$ cat src/rtl/clk_gen_pkg.sv
// Shared definitions for the CPU clock generator: mode encodings,
// the divisor floor and the divider FSM states.
package clk_gen_pkg;

  localparam logic [1:0] MODE_FAST = 2'b00;
  localparam logic [1:0] MODE_SLOW = 2'b01;
  localparam logic [1:0] MODE_PROG = 2'b10;
  localparam logic [1:0] MODE_STEP = 2'b11;

  localparam int unsigned DIV_MIN = 2;

  typedef enum logic [1:0] {
    RUN        = 2'b00,
    STEP_IDLE  = 2'b01,
    STEP_PULSE = 2'b10
  } div_state_e;

endpackage

$ cat src/rtl/clk_gen_step_debounce.sv
// Step push-button conditioner: two-flop synchroniser, stable-level
// counter, and a one-cycle press pulse on each accepted rising level.
module step_debounce #(
  parameter int unsigned DEB_CYCLES = 1000000
) (
  input  logic clk,
  input  logic reset,
  input  logic btn_raw,
  output logic press
);

  localparam int CW = $clog2(DEB_CYCLES + 1);

  logic          sync1;
  logic          sync2;
  logic          level;
  logic [CW-1:0] cnt;

  // NOTE: non-blocking here so sync1 -> sync2 forms a real two-stage pipeline.
  always_ff @(posedge clk or posedge reset) begin
    if (reset) begin
      sync1 <= 1'b0;
      sync2 <= 1'b0;
      level <= 1'b0;
      cnt   <= '0;
      press <= 1'b0;
    end else begin
      sync1 <= btn_raw;
      sync2 <= sync1;
      press <= 1'b0;
      if (sync2 == level) begin
        cnt <= '0;
      end else if (cnt == CW'(DEB_CYCLES - 1)) begin
        // Enough consecutive disagreeing samples: adopt the new level.
        level <= sync2;
        cnt   <= '0;
        press <= sync2;
      end else begin
        cnt <= cnt + CW'(1);
      end
    end
  end

endmodule

$ cat src/rtl/clk_gen.sv
// CPU clock generator: free-running scan counter, registered CPU clock and
// tick, four modes with changes applied only at a CPU-clock period boundary.
module clk_gen
  import clk_gen_pkg::*;
#(
  parameter int          CNT_W      = 32,
  parameter int          DIV_W      = 32,
  parameter int unsigned FAST_DIV   = 4,
  parameter int unsigned SLOW_DIV   = 33554432,
  parameter int unsigned DEB_CYCLES = 1000000
) (
  input  logic             clk,
  input  logic             reset,
  input  logic [1:0]       mode,
  input  logic             div_load,
  input  logic [DIV_W-1:0] div_value,
  input  logic             step_btn,
  output logic [CNT_W-1:0] clkdiv,
  output logic             cpu_clk,
  output logic             cpu_tick,
  output logic [1:0]       act_mode,
  output logic [31:0]      cpu_cycles
);

  div_state_e       state;
  div_state_e       state_next;
  logic [DIV_W-1:0] pcnt;
  logic [DIV_W-1:0] pcnt_next;
  logic [DIV_W-1:0] act_div;
  logic [DIV_W-1:0] act_div_next;
  logic [DIV_W-1:0] prog_div;
  logic [DIV_W-1:0] n_req;
  logic [DIV_W-1:0] end_m1;
  logic [DIV_W-1:0] half_m1;
  logic [1:0]       act_mode_next;
  logic             at_end;
  logic             tick_d;
  logic             clk_d;
  logic             press;

  step_debounce #(
    .DEB_CYCLES(DEB_CYCLES)
  ) u_step_debounce (
    .clk    (clk),
    .reset  (reset),
    .btn_raw(step_btn),
    .press  (press)
  );

  assign end_m1  = act_div - DIV_W'(1);
  assign half_m1 = (act_div >> 1) - DIV_W'(1);
  assign at_end  = (pcnt == end_m1);

  // STEP keeps the current divisor; it is reloaded on exit anyway.
  always_comb begin
    case (mode)
      MODE_FAST: n_req = DIV_W'(FAST_DIV);
      MODE_SLOW: n_req = DIV_W'(SLOW_DIV);
      MODE_PROG: n_req = prog_div;
      default:   n_req = act_div;
    endcase
  end

  // NOTE: every output gets a default first, so no path can infer a latch.
  always_comb begin
    state_next    = state;
    pcnt_next     = pcnt;
    act_mode_next = act_mode;
    act_div_next  = act_div;
    case (state)
      RUN: begin
        if (at_end) begin
          pcnt_next     = '0;
          act_mode_next = mode;
          act_div_next  = n_req;
          state_next    = (mode == MODE_STEP) ? STEP_IDLE : RUN;
        end else begin
          pcnt_next = pcnt + DIV_W'(1);
        end
      end
      default: begin
        pcnt_next = '0;
        // Leaving STEP wins over a coincident press, which is dropped.
        if (mode != MODE_STEP) begin
          act_mode_next = mode;
          act_div_next  = n_req;
          state_next    = RUN;
        end else begin
          state_next = press ? STEP_PULSE : STEP_IDLE;
        end
      end
    endcase
  end

  always_comb begin
    tick_d = 1'b0;
    clk_d  = cpu_clk;
    if (state == RUN) begin
      tick_d = at_end;
      if (at_end) begin
        clk_d = 1'b1;
      end else if (pcnt == half_m1) begin
        clk_d = 1'b0;
      end
    end else begin
      tick_d = (state_next == STEP_PULSE);
      clk_d  = tick_d;
    end
  end

  always_ff @(posedge clk or posedge reset) begin
    if (reset) begin
      state      <= RUN;
      pcnt       <= '0;
      act_mode   <= MODE_FAST;
      act_div    <= DIV_W'(FAST_DIV);
      prog_div   <= DIV_W'(FAST_DIV);
      clkdiv     <= '0;
      cpu_clk    <= 1'b0;
      cpu_tick   <= 1'b0;
      cpu_cycles <= '0;
    end else begin
      state      <= state_next;
      pcnt       <= pcnt_next;
      act_mode   <= act_mode_next;
      act_div    <= act_div_next;
      clkdiv     <= clkdiv + CNT_W'(1);
      cpu_clk    <= clk_d;
      cpu_tick   <= tick_d;
      cpu_cycles <= cpu_cycles + 32'(tick_d);
      if (div_load) begin
        prog_div <= (div_value < DIV_W'(DIV_MIN)) ? DIV_W'(DIV_MIN) : div_value;
      end
    end
  end

endmodule

$ cat config.mk
export PLATFORM = sky130hd
export DESIGN_NAME = clk_gen
export DESIGN_NICKNAME = d
export VERILOG_FILES = /design/src/rtl/clk_gen_pkg.sv /design/src/rtl/clk_gen_step_debounce.sv /design/src/rtl/clk_gen.sv
export SDC_FILE = /design/constraint.sdc
export NUM_CORES = 1
export LEC_CHECK = 0
export CORE_MARGIN = 2
export CORE_UTILIZATION = 50
export CTS_CLUSTER_DIAMETER = 60
export DETAILED_ROUTE_END_ITERATION = 6
export GPL_ROUTABILITY_DRIVEN = 0
export PLACE_DENSITY = 0.73
export SETUP_SLACK_MARGIN = 0.4
export SLEW_MARGIN = 20
export SYNTH_ARGS = -nofsm -noshare
export SYNTH_HDL_FRONTEND = slang
export SYNTH_HIERARCHICAL = 1
export SYNTH_SLANG_ARGS = --single-unit
$ cat constraint.sdc
create_clock -name clk -period 5.3 [get_ports clk]
set_input_delay 0.795 -clock clk [delete_from_list [all_inputs] [get_ports clk]]
set_output_delay 0.795 -clock clk [all_outputs]
set_load 0.05 [all_outputs]
==> out/summary.txt <==
Max transition margin -> 0.327
Worst Path Arrival -> 4990 ps
First-pass GRT wire length -> 40300 um
Layout cell share with drive strength beyond 1 -> 0.0870
Number of search-and-repair iterations in the first detailed-routing pass -> 5
Setup TNS -> 0 ps
Worst reg2reg startpoint -> act_div[1]$_DFFE_PP0P_
IR drop worst, VDD -> 299 uV
Crit path launch type -> flip-flop
LEAKAGE -> 5.23 nW
Pin count of the biggest net entering global routing -> 88
Top FF cell, synth -> sky130_fd_sc_hd__dfrtp_1
Slew at the pin closest to its max-slew limit -> 1010 ps
Clock Sinks -> 190
Total placed instance area -> 11800 um^2
Total wire length -> 23900 um
Number of buffers on the longest clock path -> 2
Number of ports placed on the die boundary -> 106
Maximum frequency from static timing analysis -> 215 MHz
Storage element area -> 4760 um^2
Post-synthesis cell area -> 10500 um^2
Fillcell total -> 1779
Final period demand of the worst path -> 4660 ps
Power, Total -> 0.00354 W
Syn. warnings -> 6
Nets in the synthesized netlist -> 1123
Count of final setup violators -> 0
Sum of net half-perimeters after detailed placement -> 17500 um
Final setup slack of the worst path -> 639 ps
Max-slew violation count -> 0
Class of the tightest hold or removal check -> reg2reg
Die Height -> 149 um
Flip-flop and latch count after synthesis -> 190
Hold buffers post-CTS -> 0
# DRC -> 0
Fin area -> 12400 um^2
Insertion delay to the later sink of the worst-skew pair -> 430 ps
Net count reported at finish -> 1207
DP Worst Slack -> 308 ps
Share of synthesized area occupied by flip-flops and latches -> 0.452
Kind of critical path -> reg2reg
Crit Path Max Fanout -> 6
Clock tree from TritonCTS -> done
Clock root buffer -> sky130_fd_sc_hd__clkbuf_16
Required time at the endpoint of the critical path -> 5630 ps
CTS clock-pin slew for the worst setup and hold paths -> 80 ps
Multi-input logic area -> 5350 um^2
Area growth from synthesis to layout -> 18.1%
Share of the clock period used by the worst path after layout -> 0.879
Average wire per cell in the routed design -> 16.5 um
Number of enable-type register cells in the synthesized netlist -> 0
Routed Antenna Nets -> 0
Avg Vias per Cell -> 5.59
Count of mapped cells out of synthesis -> 1075
Category of the worst setup path capture point -> flip-flop
Number of port buffers -> 105
Number of distinct library cells after synthesis -> 71
Inserted Clock Buffers -> 17
Crit path launch -> act_div[1]$_DFFE_PP0P_
Worst clock skew on the final layout -> 12.8 ps
Syn_area_per_cell -> 9.80 um^2
Final Core Density -> 0.597
H-tree level count -> 4
Initial DRC count -> 545
DIE AREA -> 22200 um^2
Number of endpoints with negative hold slack in the final report -> 0
Number of vias after detailed routing -> 8082
Initial cell density of the core -> 0.506
Initial antenna violation count -> 0
Hold Path Origin -> u_step_debounce/sync1$_DFF_PP0_
Vias in the first global route -> 7902
Number of max-cap violations -> 0
Setup repair after global routing missed its margin -> false
Total power per unit cell area -> 284 nW/um^2
Core area -> 20800 um^2
All-Layer GR Usage -> 0.225
Status -> complete, no violations
Asr flop ratio synth -> 1.00
Antenna Cells -> 0
Gr ovfl total -> 0
# rows -> 53
Die width -> 149 um
## area by class of cell
class,instances,area share
Timing Repair Buffer,119,0.0940
Inverter,54,0.0166
Tap cell,275,0.0277
Clock inverter,14,0.0142
Multi-Input combinational cell,777,0.431
Clock buffer,18,0.0345
Sequential cell,190,0.383
## stage by stage
stage	hold WS (ps)	cells
2_1_floorplan	331	1075
3_3_place_gp	333	1411
3_5_place_dp	335	1411
4_1_cts	358	1445
5_1_grt	384	1447
6_report	353	1447
## critical path, cell delays in order, from the launching register on
cell and delay (ps):
sky130_fd_sc_hd__dfrtp_1 410, sky130_fd_sc_hd__inv_1 120, sky130_fd_sc_hd__ha_1 250, sky130_fd_sc_hd__nor2b_2 270, sky130_fd_sc_hd__nand4_1 240, sky130_fd_sc_hd__buf_4 240
sky130_fd_sc_hd__nor4_1 350, sky130_fd_sc_hd__nor3b_1 100, sky130_fd_sc_hd__a21boi_1 160, sky130_fd_sc_hd__or4_1 490, sky130_fd_sc_hd__or3_1 370, sky130_fd_sc_hd__nand2_1 100
sky130_fd_sc_hd__ha_1 230, sky130_fd_sc_hd__ha_1 280, sky130_fd_sc_hd__and3_2 280, sky130_fd_sc_hd__nand3_1 130, sky130_fd_sc_hd__nor2_2 230, sky130_fd_sc_hd__nand4_1 140
sky130_fd_sc_hd__xnor2_1 140
## state kept, by name (all words and copies together) (netlist names)
name                   flops
cpu_clk                    1
pcnt                      32
clkdiv                    32
u_step_debounce/level      1
act_mode                   2
state                      2
u_step_debounce/cnt       20
cpu_tick                   1
u_step_debounce/sync2      1
cpu_cycles                32
u_step_debounce/press      1
prog_div                  32
act_div                   32
u_step_debounce/sync1      1
## layout by cell type, fill, tap and decap left out, types with 10 or more instances in the layout
cell                              synthesis  layout
sky130_fd_sc_hd__nor2_1                 100      98
sky130_fd_sc_hd__o21ai_0                 10      10
sky130_fd_sc_hd__and3_1                  20      19
sky130_fd_sc_hd__xnor2_1                119     119
sky130_fd_sc_hd__nand2_1                 87      87
sky130_fd_sc_hd__inv_1                   54      52
sky130_fd_sc_hd__ha_1                    10      10
sky130_fd_sc_hd__dfrtp_1                188     188
sky130_fd_sc_hd__or3_1                   15      15
sky130_fd_sc_hd__clkdlybuf4s50_1          0     105
sky130_fd_sc_hd__mux2i_1                 38      38
sky130_fd_sc_hd__nor3_1                  33      33
sky130_fd_sc_hd__nand3_1                 57      57
sky130_fd_sc_hd__nand4_1                 38      38
sky130_fd_sc_hd__clkbuf_16                0      17
sky130_fd_sc_hd__mux2_2                  30      30
sky130_fd_sc_hd__xor2_1                  66      66
sky130_fd_sc_hd__buf_4                    1      13
sky130_fd_sc_hd__a21oi_1                 17      17
sky130_fd_sc_hd__nor4_1                  22      22
## where the power goes
group | leakage [nW] | internal (W) | switching [W]
Combinational | 2.43 | 0.000277 | 0.000332
Sequential | 2.51 | 0.00152 | 0.000118
Clock | 0.292 | 0.000677 | 0.000612
## Yosys cell counts, drive strengths merged, types with 10 or more instances
cell / instances / area share
mux2i: 38 / 0.036
mux2: 34 / 0.037
inv: 54 / 0.019
and3: 20 / 0.012
ha: 10 / 0.012
or3: 16 / 0.010
nand3: 59 / 0.029
o21ai: 13 / 0.0062
xor2: 66 / 0.055
nor3: 33 / 0.016
nor2: 100 / 0.036
dfrtp: 188 / 0.45
buf: 14 / 0.0083
nand4: 40 / 0.025
xnor2: 119 / 0.099
nor4: 27 / 0.021
clkbuf: 40 / 0.014
nand2: 87 / 0.031
a21oi: 17 / 0.0081
## logic make-up (layout without fill, tap and decap cells)
group,count (synthesis),count (layout),share of synthesized area
AOI/OAI and AO/OA,73,73,0.0500
buffers and inverters,108,205,0.0418
and+or+nand+nor,437,437,0.218
xor gates and xnor gates,185,185,0.154
DFF,190,190,0.452
muxes,72,72,0.0728
adders and majority gates,10,10,0.0119
## worst paths after layout
check                           depth (start not counted)  slack (ps)                              end
worst max-delay path                                   18         640         cpu_cycles[30]$_DFF_PP0_
worst min-delay path                                    0         350  u_step_debounce/sync2$_DFF_PP0_
worst max register to register                         18         640         cpu_cycles[30]$_DFF_PP0_
worst min register to register                          0         350  u_step_debounce/sync2$_DFF_PP0_
max in group asynchronous                               3        3360          act_div[11]$_DFFE_PP0P_
min in group asynchronous                               2         880  u_step_debounce/sync1$_DFF_PP0_
## timing repair
action                                  4_1_cts  5_1_grt
pin swaps                                     1        1
resized for setup                             0        5
setup buffers                                 2        2
endpoints found under the setup margin        5        8
## per-layer routing
layer	global-route usage	part of all wire	vias up
met2	0.344	0.46	235
met5	0	0	-
met3	0.0422	0.057	22
met1	0.330	0.47	3945
li1	-	-	3880
met4	0.0590	0.014	0
No activity file was read; power rests on OpenSTA's default activity.
